$ cat config.mk
export PLATFORM = sky130hd
export DESIGN_NAME = spi_cmd_controller
export DESIGN_NICKNAME = d
export VERILOG_FILES = /design/src/rtl/spi_ctrl_pkg.sv /design/src/rtl/spi_sclk_gen.sv /design/src/rtl/spi_cmd_controller.sv
export SDC_FILE = /design/constraint.sdc
export NUM_CORES = 1
export LEC_CHECK = 0
export CORE_ASPECT_RATIO = 0.75
export CORE_MARGIN = 1
export CORE_UTILIZATION = 60
export DETAILED_ROUTE_END_ITERATION = 10
export DONT_BUFFER_PORTS = 1
export GPL_ROUTABILITY_DRIVEN = 0
export GPL_TIMING_DRIVEN = 0
export HOLD_SLACK_MARGIN = 0.03
export PLACE_DENSITY = 0.74
export SLEW_MARGIN = 40
export SYNTH_ARGS = -nofsm -noshare
export SYNTH_HDL_FRONTEND = slang
export SYNTH_HIERARCHICAL = 1
export SYNTH_SLANG_ARGS = --single-unit
$ cat constraint.sdc
create_clock -name clk -period 2.81 [get_ports clk]
set_clock_uncertainty 0.15 [all_clocks]
set_input_delay 0.562 -clock clk [delete_from_list [all_inputs] [get_ports clk]]
set_output_delay 0.562 -clock clk [all_outputs]
set_load 0.02 [all_outputs]
$ cat src/rtl/spi_ctrl_pkg.sv
// ============================================================================
// spi_ctrl_pkg : shared types and constants for the SPI command controller
// Rev 1.0
// ============================================================================
`default_nettype none

package spi_ctrl_pkg;

  typedef enum logic [1:0] {
    IDLE  = 2'd0,
    SHIFT = 2'd1,
    HOLD  = 2'd2,
    GAP   = 2'd3
  } state_e;

  localparam int FRAME_BITS = 16;

  localparam logic RW_WRITE = 1'b1;
  localparam logic RW_READ  = 1'b0;

  // Register map of the PWM peripheral's register bank
  localparam logic [6:0] ADDR_EN_OUT_7_0  = 7'h00;
  localparam logic [6:0] ADDR_EN_OUT_15_8 = 7'h01;
  localparam logic [6:0] ADDR_EN_PWM_7_0  = 7'h02;
  localparam logic [6:0] ADDR_EN_PWM_15_8 = 7'h03;
  localparam logic [6:0] ADDR_DUTY        = 7'h04;

endpackage

`default_nettype wire

$ cat src/rtl/spi_sclk_gen.sv
// ============================================================================
// spi_sclk_gen : half-period counter, SCLK register and edge strobes
// Rev 1.0
// ============================================================================
`default_nettype none

module spi_sclk_gen #(
  parameter int CLK_DIV = 4
) (
  input  logic clk,
  input  logic rst,
  input  logic run_i,
  input  logic toggle_en_i,
  output logic tick_o,
  output logic sclk_rise_o,
  output logic sclk_fall_o,
  output logic sclk_o
);

  localparam logic [7:0] LAST_CNT = 8'(CLK_DIV - 1);

  logic [7:0] cnt_q;
  logic       sclk_q;

  // tick marks the last cycle of every D-cycle half-period
  assign tick_o      = run_i && (cnt_q == LAST_CNT);
  assign sclk_rise_o = tick_o && toggle_en_i && !sclk_q;
  assign sclk_fall_o = tick_o && toggle_en_i && sclk_q;
  assign sclk_o      = sclk_q;

  always_ff @(posedge clk) begin
    if (rst) begin
      cnt_q  <= 8'd0;
      sclk_q <= 1'b0;
    end else begin
      if (!run_i || tick_o) cnt_q <= 8'd0;
      else                  cnt_q <= cnt_q + 8'd1;

      if (!toggle_en_i) sclk_q <= 1'b0;
      else if (tick_o)  sclk_q <= ~sclk_q;
    end
  end

endmodule

`default_nettype wire

$ cat src/rtl/spi_cmd_controller.sv
// ============================================================================
// spi_cmd_controller : mode-0 SPI initiator for 16-bit register write/read frames
// Rev 1.0
// ============================================================================
`default_nettype none

module spi_cmd_controller
  import spi_ctrl_pkg::*;
#(
  parameter int CLK_DIV = 4,
  parameter int ADDR_W  = 7,
  parameter int DATA_W  = 8
) (
  input  logic              clk,
  input  logic              rst,
  input  logic              cmd_valid,
  output logic              cmd_ready,
  input  logic              cmd_rw,
  input  logic [ADDR_W-1:0] cmd_addr,
  input  logic [DATA_W-1:0] cmd_data,
  output logic              sclk,
  output logic              copi,
  output logic              ncs,
  input  logic              cipo,
  output logic              busy,
  output logic              done,
  output logic [DATA_W-1:0] rsp_data
);

  localparam int FRAME_W = 1 + ADDR_W + DATA_W;
  localparam int BIT_W   = $clog2(FRAME_W);
  localparam logic [BIT_W-1:0] LAST_BIT = BIT_W'(FRAME_W - 1);
  localparam logic [BIT_W-1:0] FIRST_RX = BIT_W'(ADDR_W + 1);

  state_e             state_q;
  logic [FRAME_W-1:0] sh_q;
  logic [BIT_W-1:0]   bit_q;
  logic [DATA_W-1:0]  rx_q;
  logic [DATA_W-1:0]  rsp_q;
  logic               rw_q;
  logic               ready_q;
  logic               ncs_q;
  logic               done_q;

  logic tick;
  logic sclk_rise;
  logic sclk_fall;
  logic sclk_w;

  spi_sclk_gen #(.CLK_DIV(CLK_DIV)) u_sclk_gen (
    .clk         (clk),
    .rst         (rst),
    .run_i       (state_q != IDLE),
    .toggle_en_i (state_q == SHIFT),
    .tick_o      (tick),
    .sclk_rise_o (sclk_rise),
    .sclk_fall_o (sclk_fall),
    .sclk_o      (sclk_w)
  );

  always_ff @(posedge clk) begin
    if (rst) begin
      state_q <= IDLE;
      sh_q    <= '0;
      bit_q   <= '0;
      rx_q    <= '0;
      rsp_q   <= '0;
      rw_q    <= 1'b0;
      ready_q <= 1'b1;
      ncs_q   <= 1'b1;
      done_q  <= 1'b0;
    end else begin
      done_q <= 1'b0;
      case (state_q)
        IDLE: begin
          if (cmd_valid && ready_q) begin
            sh_q    <= {cmd_rw, cmd_addr, cmd_rw ? cmd_data : {DATA_W{1'b0}}};
            rw_q    <= cmd_rw;
            bit_q   <= '0;
            ready_q <= 1'b0;
            ncs_q   <= 1'b0;
            state_q <= SHIFT;
          end
        end
        SHIFT: begin
          if (sclk_rise && (rw_q == RW_READ) && (bit_q >= FIRST_RX))
            rx_q <= {rx_q[DATA_W-2:0], cipo};
          // copi is the shift register MSB, so it only moves on the falling edge
          if (sclk_fall) begin
            sh_q  <= {sh_q[FRAME_W-2:0], 1'b0};
            bit_q <= bit_q + 1'b1;
            if (bit_q == LAST_BIT) state_q <= HOLD;
          end
        end
        HOLD: begin
          if (tick) begin
            ncs_q   <= 1'b1;
            done_q  <= 1'b1;
            if (rw_q == RW_READ) rsp_q <= rx_q;
            state_q <= GAP;
          end
        end
        GAP: begin
          if (tick) begin
            ready_q <= 1'b1;
            state_q <= IDLE;
          end
        end
        default: state_q <= IDLE;
      endcase
    end
  end

  assign cmd_ready = ready_q;
  assign busy      = !ready_q;
  assign sclk      = sclk_w;
  assign copi      = sh_q[FRAME_W-1];
  assign ncs       = ncs_q;
  assign done      = done_q;
  assign rsp_data  = rsp_q;

endmodule

`default_nettype wire

=== Word-level counts from Yosys, hierarchy flattened ===
Index checks and enable logic that the tools add are counted.

* Bits of input ports: 20
* Register bits: 51
* Output and inout port bits: 14

* Magnitude comparators: 1
* $add $sub $neg: 2
* Bitwise operators: 4
* Muxes and demuxes: 18
* Reduce and logical (&&, ||, !) cells: 26
* Eq/ne operators: 10

{| class="wikitable"
|+ Operators by type and width
! kind !! count
|-
| 2-to-1 mux 16 bit || 2
|-
| case mux 16 bit (2 select lines) || 1
|-
| AND reduction 3 bit || 4
|-
| 2-to-1 mux 2 bit || 5
|-
| adder 8 x 1 -> 8 bit (second input constant) || 1
|-
| equality test 8 x 2 -> 1 bit (second input constant) || 1
|-
| 2-to-1 mux 4 bit || 2
|-
| 2-to-1 mux 8 bit || 1
|-
| case mux 2 bit (4 select lines) || 1
|-
| case mux 4 bit (2 select lines) || 1
|-
| nonzero test 2 bit || 4
|-
| logical AND 1 bit || 7
|-
| != test 2 bit (second input constant) || 3
|-
| OR reduction 2 bit || 3
|-
| AND reduction 5 bit || 1
|-
| adder 4 x 1 -> 4 bit (second input constant) || 1
|-
| equality test 2 bit (second input constant) || 2
|-
| equality test 4 bit (second input constant) || 1
|-
| greater-or-equal comparator 4 bit (second input constant) || 1
|-
| != test 2 x 1 -> 1 bit (second input constant) || 2
|-
| NOT 1 bit || 4
|-
| case mux 1 bit (2 select lines) || 2
|-
| AND reduction 2 bit || 2
|-
| zero test 1 bit || 3
|-
| other kinds (4) || 6
|}

=== Logic depth before layout (Yosys ltp) ===
Gate-level depths: netlist of run 1.

* Depth after elaboration: 7
* Gate-level depth with buffers: 10
* Depth with buffers taken out: 8

=== By module ===
The synthesis of run 1 kept the hierarchy.

{| class="wikitable"
|+ Modules (own cells, without submodules)
! module !! cells each !! area each (µm²) !! times used
|-
| spi_cmd_controller || 217 || 2003.2 || 1
|-
| spi_sclk_gen || 45 || 417.9 || 1
|}

=== Least setup slack after synthesis of run 1 ===
Ideal clock, no wire load.

* Path type: flip-flop to flip-flop
* From: register state_q[0]
* To: register bit_q[1]
* Required time: 2.590 ns
* Slack: 0.517 ns
* Cell stages (with the launch flop): 9
* Buffers on the path: 0
* Arrival: 2.072 ns
* Setup time: 0.070 ns
* Cells stage by stage: dfxtp_1 inv_1 ha_1 inv_1 and4_4 and3_1 and2b_1 or4_1 a21oi_1

* Longest elaborated chain between the ends: 6
* Elaborated cells on any way between the ends: 11
* Classes of those cells: eq/ne: 3; mux: 1; reduce/logical: 7

{| class="wikitable"
|+ RTL lines
! item !! line !! text
|-
| start: declaration || spi_cmd_controller.sv:35 || <nowiki>state_e state_q;</nowiki>
|-
| start signal: assignment || spi_cmd_controller.sv:63 || <nowiki>state_q <= IDLE;</nowiki>
|-
| start signal: assignment || spi_cmd_controller.sv:82 || <nowiki>state_q <= SHIFT;</nowiki>
|-
| start signal: assignment || spi_cmd_controller.sv:92 || <nowiki>if (bit_q == LAST_BIT) state_q <= HOLD;</nowiki>
|-
| nonzero test 2 bit || spi_cmd_controller.sv:53 || <nowiki>.run_i (state_q != IDLE),</nowiki>
|-
| logical AND 1 bit || spi_sclk_gen.sv:26 || <nowiki>assign tick_o = run_i && (cnt_q == LAST_CNT);</nowiki>
|-
| named net tick || spi_cmd_controller.sv:45 || <nowiki>logic tick;</nowiki>
|-
| logical AND 1 bit (2 in series) || spi_sclk_gen.sv:28 || <nowiki>assign sclk_fall_o = tick_o && toggle_en_i && sclk_q;</nowiki>
|-
| named net sclk_fall || spi_cmd_controller.sv:47 || <nowiki>logic sclk_fall;</nowiki>
|-
| != test 2 bit (no line) || - ||
|-
| AND reduction 3 bit (no line) || - ||
|-
| end signal: assignment || spi_cmd_controller.sv:91 || <nowiki>bit_q <= bit_q + 1'b1;</nowiki>
|-
| end: declaration || spi_cmd_controller.sv:37 || <nowiki>logic [BIT_W-1:0] bit_q;</nowiki>
|}

The timed path passes the listed nets, and every way through them passes these cells.
A chain may end at the register's enable or synchronous reset.

=== Worst setup path in the final report of run 1 ===
* From: register state_q[0]
* To: register state_q[0]

* Longest elaborated chain between the ends: 6
* Elaborated cells on any way between the ends: 15
* Classes of those cells: eq/ne: 8; mux: 1; reduce/logical: 6

{| class="wikitable"
|+ RTL lines
! item !! line
|-
| nonzero test 2 bit || spi_cmd_controller.sv:53
|-
| logical AND 1 bit || spi_sclk_gen.sv:26
|-
| named net tick || spi_cmd_controller.sv:45
|-
| logical AND 1 bit (2 in series) || spi_sclk_gen.sv:28
|-
| named net sclk_fall || spi_cmd_controller.sv:47
|-
| != test 2 bit (no line) || -
|-
| AND reduction 5 bit (no line) || -
|}

The timed path passes the listed nets, and every way through them passes these cells.

==> metrics.md, run 1 <==
| Metric | Value |
|---|---|
| Result of the run | `finished, final reports clean` |
| P_leak | `between 0.0009 and 0.001 uW` |
| Largest stage delay on the critical path | `around 440 ps` |
| Highest-count cells in the layout ignoring fill and taps | `sky130_fd_sc_hd__dfxtp_1 (51), sky130_fd_sc_hd__nand2_1 (27), sky130_fd_sc_hd__mux2i_1 (20)` |
| Initial Utilization | `between 60% and 70%` |
| Antenna violations before repair | `0` |
| Area of the multi-input gates | `around 1300 um^2` |
| Mean area per synthesized cell | `9.24 um^2` |
| Transition time of the tightest slew-check pin | `approximately 520 ps` |
| Horiz. Die Dim | `between 70 and 80 um` |
| Hold wc startpoint | `cipo` |
| Die ar. | `approximately 4300 um^2` |
| Fraction of layout cells with a size suffix above 1 | `between 10% and 20%` |
| Register area | `between 1000 and 1500 um^2` |
| H-tree Lvls | `2` |
| Drt first-iter violations | `about 110` |
| Cell area after synthesis | `approximately 2400 um^2` |
| Class of the worst hold path | `input pin to register` |
| All-Layer GR Usage | `between 20% and 30%` |
| Design area | `approximately 2600 um^2` |
| Count of flip-flops with a built-in enable after synthesis | `0` |
| Total placed instance area | `~2500 um^2` |
| Sum Neg Setup Slack | `0 ps` |
| Power per unit of standard cell area | `1030 nW/um^2` |
| Hold Fails Final Rpt | `0` |
| Clock tree from TritonCTS | `built` |
| Setup repair after global routing missed its margin | `no` |
| Launching element of the worst setup path | `state_q[0]$_SDFFE_PP0P_` |
| Routed WL | `around 4800 um` |
| GR Overflow Total | `0` |
| CTS buffer count | `5` |
| Wire length of the first global-routing pass | `between 8000 and 9000 um` |
| Maximum clock path buffer count | `2` |
| I/O pin total | `34` |
| Finished Layout Cells | `around 320` |
| Register bit total from synthesis | `roughly 50` |
| Leading cell type in the layout, fill and taps excluded | `sky130_fd_sc_hd__dfxtp_1` |
| Largest fanout on the critical path | `8` |
| Number of global-route vias before repair | `between 1.5k and 2k` |
| Routed wirelength normalized by instance count | `15.1 um` |
| Final worst slack | `~230 ps` |
| Crit Path Category | `register to register` |
| # diodes | `0` |
| Cts hold-fix bufs | `0` |
| Achievable Freq | `slightly below 0.4 GHz` |
| Period utilisation layout | `91.9%` |
| Final Critical Period | `between 2000 and 3000 ps` |
| CP bufs+invs | `2` |
| Via count | `1,879` |
| Worst setup slack after placement | `around 150 ps` |
| Cell-by-cell listing of the critical path | `inv_1 -> ha_1 -> inv_1 -> and4_4 -> and3_1 -> and2b_1 -> a2111oi_2 -> mux2i_1` |
| Syn Nets | `290` |
| Warnings from Yosys | `6` |
| Slew Limit Fails | `0` |
| Crit path required time | `a little under 3000 ps` |
| Core area | `around 3800 um^2` |
| Number of search-and-repair iterations in the first detailed-routing pass | `4` |
| Max_cap viols | `0` |
| Pin count of the biggest net entering global routing | `17` |
| Fillers | `approximately 320` |
| Synthesis-to-layout area growth | `8.37%` |
| Critical path's slowest cell | `sky130_fd_sc_hd__a2111oi_2` |
| Clock slew at reported path FFs | `approximately 90 ps` |
| Dpl cells | `around 310` |
| Headroom to the max-slew limit | `between 60% and 70%` |
| Detailed-route DRC error count | `0` |
| Nets | `a little under 300` |
| Later-pin clock latency in the skew report | `approximately 300 ps` |
| Number of antenna-violating nets in the routed design | `0` |
| Site Rows | `19` |
| Unique cell type count in the Yosys netlist | `45` |
| Reg-to-Reg Start | `state_q[0]$_SDFFE_PP0P_` |
| Max rail drop VDD | `0.589 mV` |
| Sequential area share after synthesis | `between 40% and 50%` |
| Worst hold margin | `between 200 and 250 ps` |
| Cell type with the highest occurrence count on the critical path | `sky130_fd_sc_hd__inv_1` |
| Chip height | `around 57 um` |
| Critical Path Sink Type | `register` |
| Count of buffers inserted at the top-level ports | `0` |
| Nature of the critical path startpoint | `register` |
| Primary flip-flop cell chosen by synthesis mapping | `sky130_fd_sc_hd__dfxtp_1` |
| DPL Wire Length | `between 3000 and 4000 um` |
| Final setup violating endpoints | `0` |
| WP data arrival | `around 2700 ps` |
| Ratio of routed vias to standard cells | `5.85` |
| Async S/R FF share, synth | `0%` |
| Cells after synthesis | `between 200 and 300` |
| Clock Sink Count | `between 50 and 60` |
| Root Buffer Master | `sky130_fd_sc_hd__clkbuf_8` |
| CP delay by family, top | `simple AND/OR/NAND/NOR gates` |
cell families after synthesis:
kind of cell	synth area share, %
AOI/OAI and AO/OA	19.5
xor gates and xnor gates	1.09
adders and majority gates	4.13
buffers and inverters	5.79
DFF	42.2
muxes	8.27
and+or+nand+nor	19.1
per-layer routing:
metal | track usage (%) | part of all wire, % | vias up
li1 | - | - | 960
met1 | 37.0 | 52 | 870
met2 | 33.7 | 40 | 44
met3 | 8.66 | 7.0 | 5
met4 | 6.08 | 0.70 | 0
met5 | 0 | 0 | -
area by class of cell:
class                           instances  area share (%)
Tap cell                               52            2.48
Buffer                                 17            3.58
Clock buffer                            5            2.62
Multi-Input combinational cell        182            48.3
Clock inverter                          3            2.58
Sequential cell                        51            38.9
Inverter                               11            1.57
worst reg2reg max path, delay by kind of cell (launching register included):
kind / cells / cell delay (ps)
buffers and inverters: 2 / 220
multiplexers: 1 / 240
AO/OA/AOI/OAI: 1 / 440
adder cells (fa/ha/maj): 1 / 290
AND/OR/NAND/NOR: 3 / 760
flip-flops: 1 / 410
what timing repair did:
| item | in CTS | in global routing |
|---|---|---|
| gates resized for setup | 0 | 1 |
| setup buffers | 0 | 0 |
| endpoints found under the setup margin | 0 | 11 |
flip-flops by register name (all words and copies together) (netlist names):
register and count:
sh_q 16, cmd_ready 1, state_q 2, rsp_data 8
u_sclk_gen/sclk_o 1, rx_q 8, done 1, bit_q 4
rw_q 1, ncs 1, u_sclk_gen/cnt_q 8
per-stage QoR:
step	total power [uW]	utilization [%]
floorplan	1860	-
detailed placement	2080	66.2
global placement	2070	66.2
CTS	2680	69.8
global route	2870	69.9
finish	2690	69.9
report_power, final:
| part | leakage [uW] | total (uW) | internal [uW] | switching (uW) |
|---|---|---|---|---|
| Clock | 0.0000644 | 597 | 355 | 242 |
| Combinational | 0.000490 | 1120 | 474 | 645 |
| Sequential | 0.000415 | 974 | 862 | 113 |
| Total | 0.000970 | 2690 | 1690 | 1000 |
worst paths after layout:
check | slack [ps] | cells past startpoint | endpoint
setup / recovery | 230 | 8 | state_q[0]$_SDFFE_PP0P_
hold / removal | 250 | 2 | rx_q[0]$_SDFFE_PP0P_
setup reg to reg | 230 | 8 | state_q[0]$_SDFFE_PP0P_
hold reg to reg | 320 | 2 | rx_q[7]$_SDFFE_PP0P_
cell usage after synthesis, drive strengths merged (2+ instances only):
library cell / n / share of area (%)
dfxtp: 51 / 42
nand2: 27 / 4.2
mux2i: 20 / 8.3
a21oi: 17 / 3.7
nor2: 17 / 2.6
a31oi: 15 / 3.9
inv: 11 / 1.7
buf: 10 / 2.8
nand3b: 9 / 2.8
a211oi: 8 / 2.5
clkbuf: 8 / 1.2
ha: 8 / 4.1
a311oi: 7 / 2.5
nand3: 7 / 1.4
nand2b: 5 / 1.3
or3: 5 / 1.3
a2111oi: 3 / 1.3
nand4: 3 / 1.0
o21ai: 3 / 0.62
o21bai: 3 / 0.93
o31ai: 3 / 0.93
and3b: 2 / 0.72
o32ai: 2 / 0.72
xor2: 2 / 0.72
Power figures use the tool's default switching activity.
==> inputs of run 2 (changes only) <==
--- a/config.mk
+++ b/config.mk
@@ -17,5 +17,4 @@
 export SLEW_MARGIN = 40
 export SYNTH_ARGS = -nofsm -noshare
 export SYNTH_HDL_FRONTEND = slang
-export SYNTH_HIERARCHICAL = 1
 export SYNTH_SLANG_ARGS = --single-unit
==> run 2 against run 1 <==
  * First-iteration DRC count shrank 61%
  * Clock power grew 0.7%
  * Global-route usage shrank 1.1 points
  * Die area shrank 4.8%
  * Critical path type unchanged
  * Fmax grew 8.7%
  * Highest routed layer unchanged
  * Via count shrank 11%
  * Flip-flop and latch count is the same
  * Combinational power shrank 50%
  * Clock-buffer cell count is the same
  * Critical path depth shrank 1
  * Non-clock buffer count shrank 4
==> metrics.md, run 2 <==
| Metric | Value |
|---|---|
| Final setup violating endpoints | `0 (unchanged)` |
| Max rail drop VDD | `0.533 mV (was 0.589 mV)` |
| Core area | `3660 um^2 (was 3760 um^2)` |
| Net switching power | `666 uW (was 1000 uW)` |
| Dpl cells | `287 (was 314)` |
| Setup repair after global routing missed its margin | `no (unchanged)` |
| Adder-cell share of the synthesized area | `4.35% (was 4.13%)` |
| Sum Neg Setup Slack | `0 ps (unchanged)` |
| Area share of and/or/nand/nor cells after synthesis | `20.4% (was 19.1%)` |
| Critical Path Sink Type | `register (unchanged)` |
| Overall power consumption | `2070 uW (was 2690 uW)` |
| Finished Layout Cells | `295 (was 321)` |
| Unique cell type count in the Yosys netlist | `40 (was 45)` |
| Max FFs per register | `16 (unchanged)` |
| Primary flip-flop cell chosen by synthesis mapping | `sky130_fd_sc_hd__dfxtp_1 (unchanged)` |
| Routed WL | `4270 um (was 4840 um)` |
| M1 WL | `2180 um (was 2510 um)` |
| Commonest cells post-synth | `sky130_fd_sc_hd__dfxtp_1 (51), sky130_fd_sc_hd__nor2_1 (29), sky130_fd_sc_hd__mux2i_1 (26) (was sky130_fd_sc_hd__dfxtp_1 (51), sky130_fd_sc_hd__nand2_1 (27), sky130_fd_sc_hd__mux2i_1 (20))` |
| Library cell with the highest instance count after synthesis | `sky130_fd_sc_hd__dfxtp_1 (unchanged)` |
| DPL Wire Length | `2940 um (was 3500 um)` |
| Portion of synthesized cell area occupied by the leading cell type | `44.4% (was 42.2%)` |
| Period utilisation layout | `84.6% (was 91.9%)` |
| Transition time of the tightest slew-check pin | `548 ps (was 520 ps)` |
| Worst setup slack after placement | `478 ps (was 151 ps)` |
| Design area | `2500 um^2 (was 2620 um^2)` |
| Combinational power share | `26.9% (was 41.6%)` |
| Fraction of layout cells with a size suffix above 1 | `10.3% (was 10.8%)` |
| Async S/R FF share, synth | `0% (unchanged)` |
| Pin count of the biggest net entering global routing | `17 (unchanged)` |
| Met2 layer wire length in the routed design | `1860 um (was 1960 um)` |
| CP delay by family, top | `simple AND/OR/NAND/NOR gates (unchanged)` |
| Biggest area contributors in the synthesized netlist | `sky130_fd_sc_hd__dfxtp_1 (44%), sky130_fd_sc_hd__mux2i_1 (11%), sky130_fd_sc_hd__nor2_1 (4.7%) (was sky130_fd_sc_hd__dfxtp_1 (42%), sky130_fd_sc_hd__mux2i_1 (8.3%), sky130_fd_sc_hd__nand2_1 (4.2%))` |
| Number of search-and-repair iterations in the first detailed-routing pass | `4 (unchanged)` |
| Cell-internal power | `1410 uW (was 1690 uW)` |
| Nature of the critical path startpoint | `register (unchanged)` |
| Metal3 WL | `187 um (was 341 um)` |
| Highest-count cells in the layout ignoring fill and taps | `sky130_fd_sc_hd__dfxtp_1 (51), sky130_fd_sc_hd__nor2_1 (29), sky130_fd_sc_hd__mux2i_1 (26) (was sky130_fd_sc_hd__dfxtp_1 (51), sky130_fd_sc_hd__nand2_1 (27), sky130_fd_sc_hd__mux2i_1 (20))` |
| H-tree Lvls | `2 (unchanged)` |
| Number of antenna-violating nets in the routed design | `0 (unchanged)` |
| Result of the run | `finished, final reports clean (unchanged)` |
| Warnings from Yosys | `0 (was 6)` |
| Chip height | `55.6 um (was 57.0 um)` |
| Count of flip-flops with a built-in enable after synthesis | `0 (unchanged)` |
| WP data arrival | `2400 ps (was 2670 ps)` |
| Final worst slack | `434 ps (was 227 ps)` |
| Resize count post-CTS | `0 (unchanged)` |
| Fillers | `322 (was 324)` |
| Root Buffer Master | `sky130_fd_sc_hd__clkbuf_8 (unchanged)` |
| Register bank with the most flops | `sh_q (unchanged)` |
| All-Layer GR Usage | `23.5% (was 24.7%)` |
| Critical path's slowest cell | `sky130_fd_sc_hd__nor4b_4 (was sky130_fd_sc_hd__a2111oi_2)` |
| Horiz. Die Dim | `73.5 um (was 75.4 um)` |
| Main combinational cell family by area after synthesis | `simple AND/OR/NAND/NOR gates (was compound AO/OA/AOI/OAI gates)` |
| Routed wirelength normalized by instance count | `14.5 um (was 15.1 um)` |
| Share of the synthesized area in compound gates (AO/OA/AOI/OAI) | `12.1% (was 19.5%)` |
| Via count | `1,669 (was 1,879)` |
| Cell area after synthesis | `2300 um^2 (was 2420 um^2)` |
| Sequential cell fraction of total power | `44.2% (was 36.2%)` |
| Class of the worst hold path | `input pin to register (unchanged)` |
| Total placed instance area | `2370 um^2 (was 2490 um^2)` |
| Nets | `270 (was 296)` |
| Switching Share | `32.1% (was 37.2%)` |
| CP bufs+invs | `2 (unchanged)` |
| Maximum clock path buffer count | `2 (unchanged)` |
| Count of buffers inserted at the top-level ports | `0 (unchanged)` |
| Max_cap viols | `0 (unchanged)` |
| Headroom to the max-slew limit | `63.2% (was 65.3%)` |
| Power per unit of standard cell area | `829 nW/um^2 (was 1030 nW/um^2)` |
| Drt first-iter violations | `42 (was 108)` |
| I/O pin total | `34 (unchanged)` |
| Sequential area share after synthesis | `44.4% (was 42.2%)` |
| # diodes | `0 (unchanged)` |
| Xor and xnor fraction of the mapped netlist area | `3.05% (was 1.09%)` |
| CTS buffer count | `5 (unchanged)` |
| Antenna violations before repair | `0 (unchanged)` |
| Clock Sink Count | `51 (unchanged)` |
| Register bit total from synthesis | `51 (unchanged)` |
| Hold Fails Final Rpt | `0 (unchanged)` |
| Biggest area consumer among synthesized cells | `sky130_fd_sc_hd__dfxtp_1 (unchanged)` |
| Synthesis-to-layout area growth | `8.75% (was 8.37%)` |
| Syn Nets | `263 (was 290)` |
| Clock slew at reported path FFs | `90 ps (about the same)` |
| GR Overflow Total | `0 (unchanged)` |
| Cell-by-cell listing of the critical path | `inv_1 -> ha_1 -> nor4b_4 -> nand4_2 -> nand2_1 -> buf_2 -> a211oi_1 (was inv_1 -> ha_1 -> inv_1 -> and4_4 -> and3_1 -> and2b_1 -> a2111oi_2 -> mux2i_1)` |
| Site Rows | `19 (unchanged)` |
| Later-pin clock latency in the skew report | `300 ps (about the same)` |
| Multiplexer share of the synthesized area | `11.3% (was 8.27%)` |
| Max layer used | `met4 (unchanged)` |
| Cells after synthesis | `235 (was 262)` |
| Leading cell type in the layout, fill and taps excluded | `sky130_fd_sc_hd__dfxtp_1 (unchanged)` |
| Crit Path Category | `register to register (unchanged)` |
| Share of power burned in the clock network | `29.0% (was 22.2%)` |
| Number of setup buffers added after CTS | `0 (unchanged)` |
| P_leak | `0.000965 uW (was 0.000970 uW)` |
| Number of global-route vias before repair | `1,568 (was 1,689)` |
| Mean area per synthesized cell | `9.79 um^2 (was 9.24 um^2)` |
| Slew Limit Fails | `0 (unchanged)` |
| Ratio of routed vias to standard cells | `5.66 (was 5.85)` |
| Detailed-route DRC error count | `0 (unchanged)` |
| Crit path required time | `2830 ps (was 2890 ps)` |
| Initial Utilization | `62.9% (was 64.5%)` |
| Achievable Freq | `0.421 GHz (was 0.387 GHz)` |
| Largest fanout on the critical path | `10 (was 8)` |
| Die ar. | `4090 um^2 (was 4300 um^2)` |
| Clock tree from TritonCTS | `built (unchanged)` |
| Largest stage delay on the critical path | `430 ps (was 440 ps)` |
| Final Critical Period | `2380 ps (was 2580 ps)` |
| Cts hold-fix bufs | `0 (unchanged)` |
| Wire length of the first global-routing pass | `7400 um (was 8100 um)` |
[run 2: cell count changes in the layout (fill, tap and decap cells not counted), sizes merged, moves of 4 or more]
cell | before | now
nand2 | 27 | 2
nor3 | 1 | 18
a31oi | 15 | 0
nor2 | 17 | 30
a21oi | 17 | 6
nand3b | 9 | 0
a211oi | 8 | 16
a22oi | 0 | 8
a311oi | 7 | 0
mux2i | 20 | 26
nand3 | 7 | 11
or3 | 5 | 1
[run 2: logic make-up after synthesis]
logic type	Yosys count
muxes	26
xor gates and xnor gates	8
DFF	51
and+or+nand+nor	82
buffers and inverters	22
AOI/OAI and AO/OA	38
adders and majority gates	8
[run 2: layer usage]
layer  GRT usage [%]  up-vias
met2            35.8       30
met4            5.77        0
met3            7.61        5
met5               0        -
li1                -      860
met1            32.3      774
[run 2: worst reg2reg max path: stages (launching register included)]
cell	delay [ps]
sky130_fd_sc_hd__dfxtp_1	390
sky130_fd_sc_hd__inv_1	100
sky130_fd_sc_hd__ha_1	320
sky130_fd_sc_hd__nor4b_4	430
sky130_fd_sc_hd__nand4_2	210
sky130_fd_sc_hd__nand2_1	250
sky130_fd_sc_hd__buf_2	280
sky130_fd_sc_hd__a211oi_1	110
[run 2: worst paths after layout]
| path | startpoint | to | slack [ps] | cells past startpoint |
|---|---|---|---|---|
| hold / removal | cmd_rw | rw_q$_SDFFE_PP0P_ | 250 | 2 |
| setup / recovery | state_q[0]$_SDFFE_PP0P_ | sh_q[10]$_SDFFE_PP0P_ | 430 | 7 |
| setup reg to reg | state_q[0]$_SDFFE_PP0P_ | sh_q[10]$_SDFFE_PP0P_ | 430 | 7 |
| hold reg to reg | u_sclk_gen.cnt_q[0]$_SDFF_PP0_ | u_sclk_gen.cnt_q[0]$_SDFF_PP0_ | 340 | 1 |
[run 2: area by class of cell]
| class | instances | area [um^2] | area share [%] |
|---|---|---|---|
| tap | 52 | 65.1 | 2.60 |
| buffer | 13 | 67.6 | 2.70 |
| clock inverter | 3 | 67.6 | 2.70 |
| sequential | 51 | 1020 | 40.8 |
| clock buffer | 5 | 68.8 | 2.75 |
| inverter | 9 | 33.8 | 1.35 |
| multi-input combinational | 162 | 1180 | 47.1 |
[run 2: power by group through the flow]
stage / Combinational (uW) / Sequential, uW / Clock [uW]
after floorplan: 459 / 913 / 0
after global placement: 547 / 931 / 0
after detailed placement: 557 / 930 / 0
after CTS: 560 / 915 / 611
after global routing: 626 / 930 / 645
final: 558 / 916 / 601
[run 2: per-stage QoR]
stage	hold WS [ps]	utilization, %
2_1_floorplan	288	-
3_3_place_gp	315	64.6
3_5_place_dp	325	64.6
4_1_cts	244	68.4
5_1_grt	250	68.4
6_report	253	68.4
